**config.mk**
```make
export PLATFORM = sky130hd
export DESIGN_NAME = rv_lsu_flat
export DESIGN_NICKNAME = d
export VERILOG_FILES = /design/src/rtl/rv_lsu_pkg.sv /design/src/rtl/rv_lsu_if.sv /design/src/rtl/rv_lsu_align.sv /design/src/rtl/rv_lsu.sv /design/src/flat_wrapper.sv
export SDC_FILE = /design/constraint.sdc
export NUM_CORES = 1
export LEC_CHECK = 0
export ABC_AREA = 1
export BUFFER_PORTS_ARGS = -buffer_cell sky130_fd_sc_hd__buf_2
export CAP_MARGIN = 0
export CORE_AREA = 2 2 161 163
export CTS_CLUSTER_DIAMETER = 30
export DETAILED_ROUTE_END_ITERATION = 12
export DIE_AREA = 0 0 163 165
export SETUP_SLACK_MARGIN = 0.4
export SLEW_MARGIN = 10
export SYNTH_ARGS = -nofsm -noshare
export SYNTH_HDL_FRONTEND = slang
export SYNTH_SLANG_ARGS = --single-unit
```
**constraint.sdc**
```tcl
create_clock -name clk -period 5.8 [get_ports clk]
set_clock_uncertainty 0.15 [all_clocks]
set_input_delay 0.58 -clock clk [delete_from_list [all_inputs] [get_ports clk]]
set_output_delay 0.58 -clock clk [all_outputs]
set_load 0.05 [all_outputs]
```
**src/rtl/rv_lsu_pkg.sv**
```systemverilog
// Shared types for the rv32 load/store unit: FSM states, bus encodings,
// funct3 codes and the legality/alignment check.
package lsu_pkg;

    typedef enum logic [1:0] {IDLE, START, WAIT, RESP} lsu_state_e;
    typedef enum logic [1:0] {BYTE = 2'b00, HALF = 2'b01, WORD = 2'b10} tsize_e;
    typedef enum logic {READ = 1'b0, WRITE = 1'b1} ttype_e;

    localparam logic [2:0] F3_B  = 3'b000;
    localparam logic [2:0] F3_H  = 3'b001;
    localparam logic [2:0] F3_W  = 3'b010;
    localparam logic [2:0] F3_BU = 3'b100;
    localparam logic [2:0] F3_HU = 3'b101;

    // funct3[1:0] doubles as the access size, so alignment keys off it alone.
    function automatic logic op_legal(input logic we, input logic [2:0] f3,
                                      input logic [1:0] alo);
        logic f3_ok;
        logic al_ok;
        if (we)
            f3_ok = (f3 == F3_B) || (f3 == F3_H) || (f3 == F3_W);
        else
            f3_ok = (f3 == F3_B) || (f3 == F3_H) || (f3 == F3_W) ||
                    (f3 == F3_BU) || (f3 == F3_HU);
        case (f3[1:0])
            2'b01:   al_ok = ~alo[0];
            2'b10:   al_ok = (alo == 2'b00);
            default: al_ok = 1'b1;
        endcase
        return f3_ok && al_ok;
    endfunction

endpackage

```
**src/rtl/rv_lsu_if.sv**
```systemverilog
// Data bus between the LSU (master) and the memory slave.
interface master_bus_if;
    import lsu_pkg::*;

    logic        breq;
    logic        bstart;
    ttype_e      ttype;
    tsize_e      tsize;
    logic [31:0] addr;
    logic [31:0] wdata;
    logic [31:0] rdata;
    logic        bdone;

    modport master(output breq, bstart, ttype, tsize, addr, wdata,
                   input  rdata, bdone);
    modport slave (input  breq, bstart, ttype, tsize, addr, wdata,
                   output rdata, bdone);

endinterface

```
**src/rtl/rv_lsu_align.sv**
```systemverilog
// Byte-lane steering: store data replication and load extract/extend.
module lsu_align
    import lsu_pkg::*;
(
    input  logic [2:0]  funct3,
    input  logic [1:0]  addr,
    input  logic [31:0] wdata_in,
    input  logic [31:0] rdata_in,
    output logic [31:0] wdata_out,
    output logic [31:0] rdata_out
);

    logic [7:0]  byte_sel;
    logic [15:0] half_sel;

    assign byte_sel = rdata_in[{addr, 3'b000} +: 8];
    assign half_sel = rdata_in[{addr[1], 4'b0000} +: 16];

    always_comb begin
        case (funct3[1:0])
            2'b00:   wdata_out = {4{wdata_in[7:0]}};
            2'b01:   wdata_out = {2{wdata_in[15:0]}};
            default: wdata_out = wdata_in;
        endcase
        case (funct3)
            F3_B:    rdata_out = {{24{byte_sel[7]}}, byte_sel};
            F3_H:    rdata_out = {{16{half_sel[15]}}, half_sel};
            F3_BU:   rdata_out = {24'd0, byte_sel};
            F3_HU:   rdata_out = {16'd0, half_sel};
            default: rdata_out = rdata_in;
        endcase
    end

endmodule

```
**src/rtl/rv_lsu.sv**
```systemverilog
// Load/store unit: accepts one op from execute, runs the dbus transaction
// and returns extended load data (or an error) to writeback.
module rv_lsu
    import lsu_pkg::*;
#(
    parameter int unsigned TIMEOUT_CYCLES = 256
) (
    input  logic         clk,
    input  logic         rst,
    input  logic         req_valid,
    output logic         req_ready,
    input  logic         req_we,
    input  logic [2:0]   req_funct3,
    input  logic [31:0]  req_addr,
    input  logic [31:0]  req_wdata,
    output logic         rsp_valid,
    output logic [31:0]  rsp_rdata,
    output logic         rsp_err,
    master_bus_if.master dbus
);

    localparam logic [16:0] TO_LIM = 17'(TIMEOUT_CYCLES);

    lsu_state_e  state;
    logic [2:0]  op_f3;
    logic [1:0]  op_alo;
    logic [15:0] to_cnt;
    logic [2:0]  al_f3;
    logic [1:0]  al_addr;
    logic [31:0] lane_wdata;
    logic [31:0] ext_rdata;
    logic        to_hit;

    // One aligner serves both directions: incoming request in IDLE, latched op afterwards.
    assign al_f3   = (state == IDLE) ? req_funct3 : op_f3;
    assign al_addr = (state == IDLE) ? req_addr[1:0] : op_alo;
    assign to_hit  = (TIMEOUT_CYCLES != 0) && (({1'b0, to_cnt} + 17'd1) >= TO_LIM);

    lsu_align u_align (
        .funct3    (al_f3),
        .addr      (al_addr),
        .wdata_in  (req_wdata),
        .rdata_in  (dbus.rdata),
        .wdata_out (lane_wdata),
        .rdata_out (ext_rdata)
    );

    always_ff @(posedge clk) begin
        if (rst) begin
            state       <= IDLE;
            req_ready   <= 1'b1;
            rsp_valid   <= 1'b0;
            rsp_rdata   <= '0;
            rsp_err     <= 1'b0;
            dbus.breq   <= 1'b0;
            dbus.bstart <= 1'b0;
            dbus.ttype  <= READ;
            dbus.tsize  <= WORD;
            dbus.addr   <= '0;
            dbus.wdata  <= '0;
            to_cnt      <= '0;
            op_f3       <= '0;
            op_alo      <= '0;
        end else begin
            case (state)
                IDLE: if (req_valid) begin
                    op_f3     <= req_funct3;
                    op_alo    <= req_addr[1:0];
                    req_ready <= 1'b0;
                    if (op_legal(req_we, req_funct3, req_addr[1:0])) begin
                        state       <= START;
                        dbus.breq   <= 1'b1;
                        dbus.bstart <= 1'b1;
                        dbus.ttype  <= req_we ? WRITE : READ;
                        dbus.tsize  <= tsize_e'(req_funct3[1:0]);
                        dbus.addr   <= req_addr;
                        dbus.wdata  <= lane_wdata;
                        to_cnt      <= '0;
                    end else begin
                        state     <= RESP;
                        rsp_valid <= 1'b1;
                        rsp_err   <= 1'b1;
                        rsp_rdata <= '0;
                    end
                end
                START: begin
                    state       <= WAIT;
                    dbus.bstart <= 1'b0;
                end
                WAIT: if (dbus.bdone) begin
                    state     <= RESP;
                    dbus.breq <= 1'b0;
                    rsp_valid <= 1'b1;
                    rsp_err   <= 1'b0;
                    rsp_rdata <= (dbus.ttype == WRITE) ? 32'd0 : ext_rdata;
                end else if (to_hit) begin
                    state     <= RESP;
                    dbus.breq <= 1'b0;
                    rsp_valid <= 1'b1;
                    rsp_err   <= 1'b1;
                    rsp_rdata <= '0;
                end else if (to_cnt != 16'hFFFF) begin
                    to_cnt <= to_cnt + 16'd1;
                end
                RESP: begin
                    state     <= IDLE;
                    rsp_valid <= 1'b0;
                    req_ready <= 1'b1;
                end
                default: state <= IDLE;
            endcase
        end
    end

endmodule

```
**src/flat_wrapper.sv**
```systemverilog
// flat-port wrapper written by rule: the top's interface ports become plain ports
module rv_lsu_flat import lsu_pkg::*;
#(
    parameter int unsigned TIMEOUT_CYCLES = 256
)
  (clk, rst, req_valid, req_ready, req_we, req_funct3, req_addr, req_wdata, rsp_valid, rsp_rdata, rsp_err, dbus_breq, dbus_bstart, dbus_ttype, dbus_tsize, dbus_addr, dbus_wdata, dbus_rdata, dbus_bdone);
  master_bus_if dbus_i ();
  input  logic clk;
  input  logic rst;
  input  logic req_valid;
  output logic req_ready;
  input  logic req_we;
  input  logic [2:0] req_funct3;
  input  logic [31:0] req_addr;
  input  logic [31:0] req_wdata;
  output logic rsp_valid;
  output logic [31:0] rsp_rdata;
  output logic rsp_err;
  output wire logic [$bits(dbus_i.breq)-1:0] dbus_breq;
  output wire logic [$bits(dbus_i.bstart)-1:0] dbus_bstart;
  output wire logic [$bits(dbus_i.ttype)-1:0] dbus_ttype;
  output wire logic [$bits(dbus_i.tsize)-1:0] dbus_tsize;
  output wire logic [$bits(dbus_i.addr)-1:0] dbus_addr;
  output wire logic [$bits(dbus_i.wdata)-1:0] dbus_wdata;
  input wire logic [$bits(dbus_i.rdata)-1:0] dbus_rdata;
  input wire logic [$bits(dbus_i.bdone)-1:0] dbus_bdone;
  assign dbus_breq = dbus_i.breq;
  assign dbus_bstart = dbus_i.bstart;
  assign dbus_ttype = dbus_i.ttype;
  assign dbus_tsize = dbus_i.tsize;
  assign dbus_addr = dbus_i.addr;
  assign dbus_wdata = dbus_i.wdata;
  assign dbus_i.rdata = dbus_rdata;
  assign dbus_i.bdone = dbus_bdone;
  rv_lsu #(.TIMEOUT_CYCLES(TIMEOUT_CYCLES)) u_core (.clk(clk), .rst(rst), .req_valid(req_valid), .req_ready(req_ready), .req_we(req_we), .req_funct3(req_funct3), .req_addr(req_addr), .req_wdata(req_wdata), .rsp_valid(rsp_valid), .rsp_rdata(rsp_rdata), .rsp_err(rsp_err), .dbus(dbus_i));
endmodule
```
# Word-level counts from Yosys, hierarchy flattened
# Index checks and enable logic that the tools add are counted.
[op_classes]
n_addsub = 2
magnitude_cmp = 1
eq_ne = 21
shift = 2
mux = 45
bitwise = 1
n_reduce_logical = 23
[op_table]
columns = ["operator", "count"]
rows = [
  ["32-bit 2-to-1 mux", 5],
  ["32-bit one-hot mux with 2 select lines", 2],
  ["32-bit one-hot mux with 4 select lines", 1],
  ["16-bit 2-to-1 mux", 5],
  ["16-bit one-hot mux with 2 select lines", 1],
  ["32-bit by 6-bit variable part select with 16-bit output", 1],
  ["32-bit by 6-bit variable part select with 8-bit output", 1],
  ["1-bit 2-to-1 mux", 18],
  ["16-bit by 1-bit adder with 17-bit output, second input constant", 1],
  ["17-bit by 9-bit greater-or-equal comparator with 1-bit output, second input constant", 1],
  ["16-bit by 1-bit adder with 16-bit output, second input constant", 1],
  ["16-bit != test, second input constant", 1],
  ["3-bit == test, second input constant", 4],
  ["4-bit AND reduction", 3],
  ["2-bit 2-to-1 mux", 5],
  ["2-bit != test, second input constant", 5],
  ["1-bit one-hot mux with 2 select lines", 5],
  ["2-bit one-hot mux with 4 select lines", 1],
  ["2-bit by 1-bit == test with 1-bit output, second input constant", 3],
  ["2-bit == test, second input constant", 3],
  ["3-bit by 1-bit == test with 1-bit output, second input constant", 2],
  ["2-bit zero test", 3],
  ["3-bit zero test", 2],
  ["2-bit AND reduction", 3],
  ["other kinds (12)", 18],
]
[word_totals]
ff_bits = 127
wordCells = 109

# Logic depth before layout (Yosys ltp)
# Gate-level depths: netlist (run 1).
[depth]
ltp_word = 13
depth_mapped = 16

# Modules after synthesis
# Synthesis (run 1) repeated with hierarchy kept, for this count alone.
[unflattened]
cells_unflattened = 1098
hier_area_um2 = 6899.1
[modules_own_cells]
columns = ["module", "instances", "cells_per_inst", "area_per_inst_um2", "seq_area_each_um2"]
rows = [
  ["rv_lsu", 1, 823, 5599.1, 2542.4],
  ["lsu_align", 1, 275, 1300.0, 0.0],
]

# Least setup slack after synthesis (run 1)
# Ideal clock, no wire load.
[synth_path]
path_type = "input to register"
start = "in req_funct3[1]"
end = "reg u_core.to_cnt[13]"
setup_time_ps = 130
arrival_ps = 2260
setup_slack_ps = 3260
cell_stages = 9
n_path_buf = 0
cell_sequence = "inv_1 > ha_1 > a22o_1 > a21oi_1 > nand2_1 > o21ai_1 > nand3_2 > inv_1 > nor3_1"
[synth_via]
elab_chain_len = 12
[synth_rtl]
columns = ["item", "line", "text"]
rows = [
  ["start, declared", "flat_wrapper.sv:13", "input logic [2:0] req_funct3;"],
  ["3-bit by 1-bit == test with 1-bit output or 3-bit zero test (tied branches)", "rv_lsu_pkg.sv:21, rv_lsu_pkg.sv:23", ""],
  ["1-bit logical OR (2 in series)", "rv_lsu_pkg.sv:21, rv_lsu_pkg.sv:23", ""],
  ["1-bit logical OR", "rv_lsu_pkg.sv:23", "f3_ok = (f3 == F3_B) || (f3 == F3_H) || (f3 == F3_W) ||"],
  ["1-bit logical OR", "rv_lsu_pkg.sv:24", "(f3 == F3_BU) || (f3 == F3_HU);"],
  ["1-bit 2-to-1 mux", "rv_lsu_pkg.sv:20", "if (we)"],
  ["1-bit 2-to-1 mux", "rv_lsu.sv:66", "IDLE: if (req_valid) begin"],
  ["1-bit 2-to-1 mux", "rv_lsu.sv:65", "case (state)"],
  ["1-bit 2-to-1 mux", "rv_lsu.sv:49", "if (rst) begin"],
  ["1-bit logical AND *", "rv_lsu_pkg.sv:30", "return f3_ok && al_ok;"],
  ["2-bit != test (no source line) *", "--", ""],
  ["6-bit AND reduction (no source line) *", "--", ""],
  ["end signal, assigned", "rv_lsu.sv:103", "to_cnt <= to_cnt + 16'd1;"],
  ["end, declared", "rv_lsu.sv:27", "logic [15:0] to_cnt;"],
]
# Mark *: on every way between the ends. The rest lies on a longest branch, timed or not. The select of a mux whose other input is x is not followed.
# A chain may end at the register's enable or synchronous reset.

# Final worst setup path (run 1)
[layout_path]
start = "reg u_core.state[0]"
end = "reg u_core.dbus.addr[16]"
[layout_via]
elab_chain_len = 2
[layout_rtl]
columns = ["item", "line", "text"]
rows = [
  ["start, declared", "rv_lsu.sv:24", "lsu_state_e state;"],
  ["start signal, assigned", "rv_lsu.sv:50", "state <= IDLE;"],
  ["start signal, assigned", "rv_lsu.sv:71", "state <= START;"],
  ["start signal, assigned", "rv_lsu.sv:80", "state <= RESP;"],
  ["2-bit zero test", "rv_lsu.sv:65", ""],
  ["3-bit AND reduction (no source line)", "--", ""],
  ["end signal, assigned", "rv_lsu.sv:76", "dbus.addr <= req_addr;"],
  ["end, declared", "rv_lsu_if.sv:14", "modport master(output breq, bstart, ttype, tsize, addr, wdata,"],
]
# Every way passes these cells.

==> out/metrics.csv, run 1 <==
stage;metric;value;unit
place;HPWL Detailed;15200;µm
setup_path;crit-path max FO;72;
logic_synthesis;Post-Syn Area per Cell;6.67;µm²
detailed_routing;Iter 0 DRT Violations;474;
timing;min Tclk post-route;3.81;ns
logic_synthesis;Ys Warns;0;
clocking;deepest clock path buffer count;2;
place;port buffer count;207;
layout;NumNets Final;1222;
place;routability cong.;0.813;
timing;RSZ-0062 raised after global routing;no;
layout;fin area;8060;µm²
setup_path;CP Data Arrival Time;4.01;ns
run;# Max-Cap Violations;0;
clocking;CTS HTree Levels;4;
logic_synthesis;synth top area cells;dfxtp_1 (41%), nand2_1 (17%), a21oi_1 (7.9%);
setup_path;CP Capture Type;register;
clocking;CTS resizes;0;
timing;fin crit share;65.7;%
die;Die Ht;165;µm
die;row count;58;
clocking;CTS root buf;clkbuf_16;
detailed_routing;Routed Antenna Nets;0;
die;initial core utilization;24.7;%
logic_synthesis;count of cell types in the netlist;35;
detailed_routing;DRT Pass-1 Iters;5;
logic_synthesis;flip-flop and latch count after synthesis;127;
layout;ratio of cells with drive above 1 in the final layout;23.7;%
timing;Worst Tran Pin Value;1.10;ns
layout;most frequent cells in the layout;nand2_1 (278), buf_2 (207), dfxtp_1 (127), a21oi_1 (97), nor2_1 (86);
global_routing;first-pass GRT wire length;33100;µm
logic_synthesis;Synth Flop Type;dfxtp_1;
clocking;post-CTS setup buffer count;0;
clocking;CTS tree;built;
place;Placement Cell Area;7470;µm²
clocking;cts bufs inserted;17;
global_routing;largest net degree at the start of global routing;73;
timing;Setup Viol. Count Final;0;
timing;f_max;0.262;GHz
logic_synthesis;top-area cell type share of the netlist area;41.2;%
layout;Area Growth Syn to Fin;30.4;%
logic_synthesis;Async S/R FF share, synth;0;%
logic_synthesis;Post-Synthesis Cell Area;6180;µm²
power_and_ir_drop;Power per Cell Area;433;nW/µm²
detailed_routing;DRC;0;
global_routing;grt ovf;0;
setup_path;CP required;6.00;ns
clocking;Hold Buf Count CTS;0;
layout;most common cell after layout, fill and taps aside;nand2_1;
logic_synthesis;Synth area leader;dfxtp_1;
clocking;clk_lat worst skew;0.41;ns
global_routing;GR Util All Layers;15.8;%
timing;TNS Setup;0;ns
die;IO Pins;208;
run_status;status;complete, no violations;
hold_path;Worst Hold Launch;req_addr[15];
detailed_routing;WL final;21100;µm
hold_path;Hold WC Path Type;in -> reg;
setup_path;R2R setup slack;1.99;ns
timing;Fin. Hold Viols;0;
power_and_ir_drop;leakage;3.73;nW
global_routing;initial antenna violation count;4;
die;Core Area;25000;µm²
detailed_routing;Vias;6747;
setup_path;Critical Path Start;u_core.state[0]$_SDFFE_PP0P_;
die;die width;163;µm
timing;max_slew headroom;26.5;%
logic_synthesis;post-synthesis sequential area ratio;41.2;%
logic_synthesis;EDFF count, synth;0;
setup_path;Crit Path Class;reg -> reg;
setup_path;RR Startpoint;u_core.state[0]$_SDFFE_PP0P_;
logic_synthesis;cells after synthesis;926;
power_and_ir_drop;Tot Pwr;3.49;mW
timing;Final Max Tran Viols;0;
power_and_ir_drop;Peak VDD IR;0.000149;V
detailed_routing;drt wl/cell;14.5;µm
clocking;CTS Sinks;127;
die;die area;26900;µm²
clocking;Worst-path clk slew;0.06;ns
detailed_routing;Vias/cell;4.64;
global_routing;number of global-route vias before repair;6178;
setup_path;Critical Path Start Type;register;
logic_synthesis;Mapped Nets;1038;
-- synthesized netlist by cell type (3+ instances only) --
cell type,instances
a21oi_1,97
a31oi_1,17
buf_1,3
buf_2,6
buf_6,3
clkbuf_1,37
dfxtp_1,127
ha_1,8
inv_1,78
nand2_1,279
nand3_1,20
nand3_2,3
nand3b_1,3
nand4_1,34
nor2_1,86
nor2_2,4
nor3_1,12
o21ai_0,77
o21ai_1,4
o31ai_1,3
or2_2,5
-- worst paths after layout --
path,end,cells after the start
worst max-delay path,u_core.dbus.addr[16]$_SDFFE_PP0P_,9
worst max register to register,u_core.dbus.addr[16]$_SDFFE_PP0P_,9
worst min-delay path,u_core.dbus.addr[15]$_SDFFE_PP0P_,3
worst min register to register,u_core.op_f3[0]$_SDFFE_PP0P_,2
-- through the flow --
stage | hold WS [ns] | setup slack, ns | utilization, % | cells
6_report | 0.254 | 1.99 | 32.2 | 1455
3_5_place_dp | 0.298 | 1.66 | 29.8 | 1421
3_3_place_gp | 0.288 | 1.78 | 29.8 | 1421
4_1_cts | 0.232 | 1.88 | 32.2 | 1453
5_1_grt | 0.242 | 1.49 | 32.2 | 1454
2_1_floorplan | 0.274 | 3.26 | - | 926
-- state kept, by name (all words and copies together), names as in the netlist --
name and flops:
u_core.dbus.bstart 1, u_core.dbus.ttype 1, u_core.op_alo 2, u_core.req_ready 1, u_core.dbus.breq 1, u_core.rsp_valid 1
u_core.op_f3 3, u_core.dbus.wdata 32, u_core.dbus.tsize 2, u_core.rsp_rdata 32, u_core.rsp_err 1, u_core.to_cnt 16
u_core.dbus.addr 32, u_core.state 2
-- where the power goes --
part | switching, mW | total [mW] | internal, mW
Combinational | 1.04 | 1.38 | 0.345
Clock | 0.426 | 1.07 | 0.645
Sequential | 0.0619 | 1.04 | 0.979
-- worst max-delay path: stages, from the launching register on --
cell	delay, ns
dfxtp_1	0.34
inv_1	0.09
ha_1	0.43
nand2_1	0.35
inv_1	0.20
nand2_2	0.52
inv_2	1.04
buf_4	0.38
nand2_1	0.09
a21oi_1	0.12
-- kinds of logic after synthesis --
group / count (synthesis) / synth area share [%]
simple gates: 451 / 30.8
fa+ha+maj: 8 / 1.62
flops: 127 / 41.2
xor+xnor: 2 / 0.284
buf+inv: 133 / 8.69
compound gates: 205 / 17.5
-- cell type report --
type / count / area (µm²)
inverters: 82 / 308
repair buffers: 216 / 1100
clock inverters: 13 / 140
flip-flops and latches: 127 / 2540
well taps: 330 / 413
diodes: 2 / 5.00
fillers: 2778 / 17000
multi-input cells: 666 / 3100
clock buffers: 19 / 443
-- per-layer routing --
metal  part of all wire [%]  GRT usage (%)
met5                   0.11              0
met4                    1.7           4.59
met3                    8.4           5.30
met2                     45           24.5
met1                     45           20.8
Note: power is estimated with default switching activity, not from simulation.
==> inputs of run 2 (changes only) <==
- clock period: 5.8 -> 3.1 ns (I/O delays scaled with it)
==> run 2 against run 1 <==
Critical path depth rose by 4. Sequential share of layout area down 1.9 points. Maximum frequency grew 51%. Die area unchanged. Core utilization is 2.1 points higher. Via count rose by 2.0%. Hold slack got worse by 0.24 ns. Cell area increased by 6.5%. First-iteration DRC count is 18% lower. Critical path type unchanged. Largest power group unchanged. Highest routed layer unchanged.
==> out/metrics.csv, run 2 (same netlist as run 1, synthesis figures left out) <==
stage;metric;value;unit;change
setup_path;CP required;3.29;ns;-2.71 ns
place;routability cong.;0.857;;+5.4%
detailed_routing;Iter 0 DRT Violations;388;;-18%
power_and_ir_drop;leakage;3.95;nW;+5.8%
place;HPWL Detailed;15400;µm;+1.3%
die;Die Ht;165;µm;unchanged
timing;max_slew headroom;43.2;%;+17 points
layout;ratio of cells with drive above 1 in the final layout;24.5;%;+0.84 points
place;port buffer count;207;;unchanged
setup_path;CP Capture Type;register;;
setup_path;CP Data Arrival Time;2.72;ns;-1.29 ns
global_routing;first-pass GRT wire length;34200;µm;+3.4%
power_and_ir_drop;Cell Int Power;3.83;mW;+95%
setup_path;RR Startpoint;u_core.state[0]$_SDFFE_PP0P_;;
place;DP Worst Slack;0.255;ns;-1.40 ns
die;initial core utilization;24.7;%;unchanged
power_and_ir_drop;Sw Pwr;2.89;mW;+90%
clocking;CTS Sinks;127;;unchanged
timing;Setup Viol. Count Final;0;;unchanged
layout;most common cell after layout, fill and taps aside;nand2_1;;
timing;min Tclk post-route;2.53;ns;-1.28 ns
hold_path;Worst Hold Launch;req_wdata[12];;
timing;f_max;0.396;GHz;+51%
power_and_ir_drop;Comb power frac;40.8;%;+1.3 points
clocking;Worst-path clk slew;0.06;ns;about the same
die;die area;26900;µm²;unchanged
setup_path;CP max-delay cell;dfxtp_1;;
timing;RSZ-0062 raised after global routing;no;;
global_routing;number of global-route vias before repair;6547;;+6.0%
global_routing;largest net degree at the start of global routing;77;;+5.5%
timing;worst hold slack;0.00971;ns;-0.245 ns
setup_path;crit-path max FO;12;;-83%
clocking;post-CTS setup buffer count;0;;unchanged
detailed_routing;Vias/cell;4.58;;-1.2%
detailed_routing;WL final;21600;µm;+2.4%
global_routing;initial antenna violation count;5;;+1
clocking;deepest clock path buffer count;2;;unchanged
detailed_routing;drt wl/cell;14.4;µm;-0.78%
power_and_ir_drop;register share of total power;29.0;%;-0.8 points
detailed_routing;Vias;6879;;+2.0%
setup_path;Critical Path Start;u_core.state[0]$_SDFFE_PP0P_;;
setup_path;worst flop-to-flop path endpoint;u_core.rsp_rdata[0]$_SDFFE_PP0P_;;
timing;fin crit share;81.6;%;+16 points
timing;Final Max Tran Viols;0;;unchanged
setup_path;R2R setup slack;0.57;ns;-1.42 ns
clocking;CTS root buf;clkbuf_16;;
layout;Largest regs;u_core.dbus.addr: 32 flops, u_core.dbus.wdata: 32 flops, u_core.rsp_rdata: 32 flops;;
die;die width;163;µm;unchanged
run;# Max-Cap Violations;0;;unchanged
layout;most frequent cells in the layout;nand2_1 (278), buf_2 (207), dfxtp_1 (127), a21oi_1 (97), nor2_1 (84);;
clocking;CTS tree;built;;
global_routing;grt ovf;0;;unchanged
global_routing;GR Util All Layers;16.1;%;+0.37 points
timing;Worst Tran Pin Value;0.852;ns;-0.251 ns
power_and_ir_drop;Clk network pwr share;30.2;%;-0.5 points
setup_path;CP most frequent cell;nand2_1;;
die;Core Area;25000;µm²;unchanged
die;IO Pins;208;;unchanged
die;row count;58;;unchanged
detailed_routing;DRC;0;;unchanged
timing;TNS Setup;0;ns;unchanged
power_and_ir_drop;Power per Cell Area;784;nW/µm²;+81%
power_and_ir_drop;Sw Share;43.0;%;-0.62 points
clocking;clk_lat worst skew;0.42;ns;about the same
setup_path;crit path to;u_core.rsp_rdata[0]$_SDFFE_PP0P_;;
clocking;CTS HTree Levels;4;;unchanged
detailed_routing;Routed Antenna Nets;0;;unchanged
timing;setup ws final;0.572;ns;-1.42 ns
setup_path;CP cell instances;inv_1 -> ha_2 -> inv_1 -> nand2_1 -> nand2_1 -> nand2_1 -> inv_2 -> nor2_1 -> nor2_4 -> nor2_1 -> nor3_1 -> nand4_1 -> a21oi_1;;
clocking;cts bufs inserted;17;;unchanged
hold_path;Hold WC Path Type;in -> reg;;
detailed_routing;DRT Pass-1 Iters;8;;+3
power_and_ir_drop;Peak VDD IR;0.000404;V;+170%
setup_path;slowest stage delay, CP;0.39;ns;-0.65 ns
setup_path;Critical Path Start Type;register;;
timing;Fin. Hold Viols;0;;unchanged
layout;NumNets Final;1269;;+3.8%
setup_path;Worst R2R Path Depth;13;;+4
setup_path;Crit Path Class;reg -> reg;;
layout;Area Growth Syn to Fin;38.8;%;
run_status;status;complete, no violations;;
-- run 2: cell count changes in the layout (fill, tap and decap cells not counted), sizes merged --
| cell | before | now |
|---|---|---|
| dlygate4sd3 | 0 | 34 |
| clkinv | 8 | 7 |
| clkbuf | 19 | 20 |
| buf | 216 | 229 |
-- run 2: how the worst min path moves through the flow --
stage                                         end  slack (ns)  cells past startpoint
5_1_grt        u_core.dbus.wdata[21]$_SDFFE_PP0P_        0.01                      3
6_report       u_core.dbus.wdata[12]$_SDFFE_PP0P_        0.01                      3
4_1_cts        u_core.dbus.wdata[22]$_SDFFE_PP0P_       0.001                      3
2_1_floorplan        u_core.op_f3[0]$_SDFFE_PP0P_        0.27                      2
3_5_place_dp         u_core.op_f3[0]$_SDFFE_PP0P_        0.30                      2
3_3_place_gp         u_core.op_f3[0]$_SDFFE_PP0P_        0.29                      2
-- run 2: timing repair --
action                                  4_1_cts  5_1_grt
hold buffers                                 34        0
resized for setup                             3        9
pin swaps                                     0        0
gates cloned                                  0        0
endpoints found under the hold margin        34        0
endpoints found under the setup margin        3       41
-- run 2: layer usage --
metal | track usage, % | part of all wire, % | vias to the layer above
met5 | 0 | 0.21 | -
met4 | 4.55 | 1.2 | 6
met3 | 5.32 | 7.5 | 24
met2 | 26.4 | 46 | 234
met1 | 20.4 | 45 | 3112
li1 | - | - | 3503
-- run 2: power by group through the flow --
stage	clock network, mW	logic, mW	registers, mW
finish	2.03	2.75	1.95
global route	2.16	3.01	1.97
CTS	2.08	2.71	1.95
detailed placement	0	2.65	1.98
global placement	0	2.63	1.98
floorplan	0	1.39	2.51
-- run 2: cell type report --
| cell class | count | area [µm²] |
|---|---|---|
| clock inverter | 12 | 136 |
| fill | 2706 | 16500 |
| inverter | 82 | 312 |
| multi-input combinational | 666 | 3130 |
| sequential | 127 | 2540 |
| tap | 330 | 413 |
| antenna | 2 | 5.00 |
| clock buffer | 20 | 457 |
| timing repair buffer | 263 | 1580 |
-- run 2: worst max-delay path, delay by kind of cell (launching register included) --
family	cells	cell delay, ns
compound gates	1	0.14
buf+inv	3	0.38
fa+ha+maj	1	0.27
flops	1	0.39
simple gates	8	1.13
-- run 2: stage by stage --
stage / instances / cell area (µm²) / utilization, % / power [mW]
after detailed placement: 1434 / 7600 / 30.4 / 4.63
final: 1502 / 8580 / 34.3 / 6.72
after CTS: 1500 / 8540 / 34.1 / 6.73
after floorplan: 926 / 6180 / - / 3.90
after global placement: 1434 / 7600 / 30.4 / 4.61
after global routing: 1502 / 8580 / 34.3 / 7.14
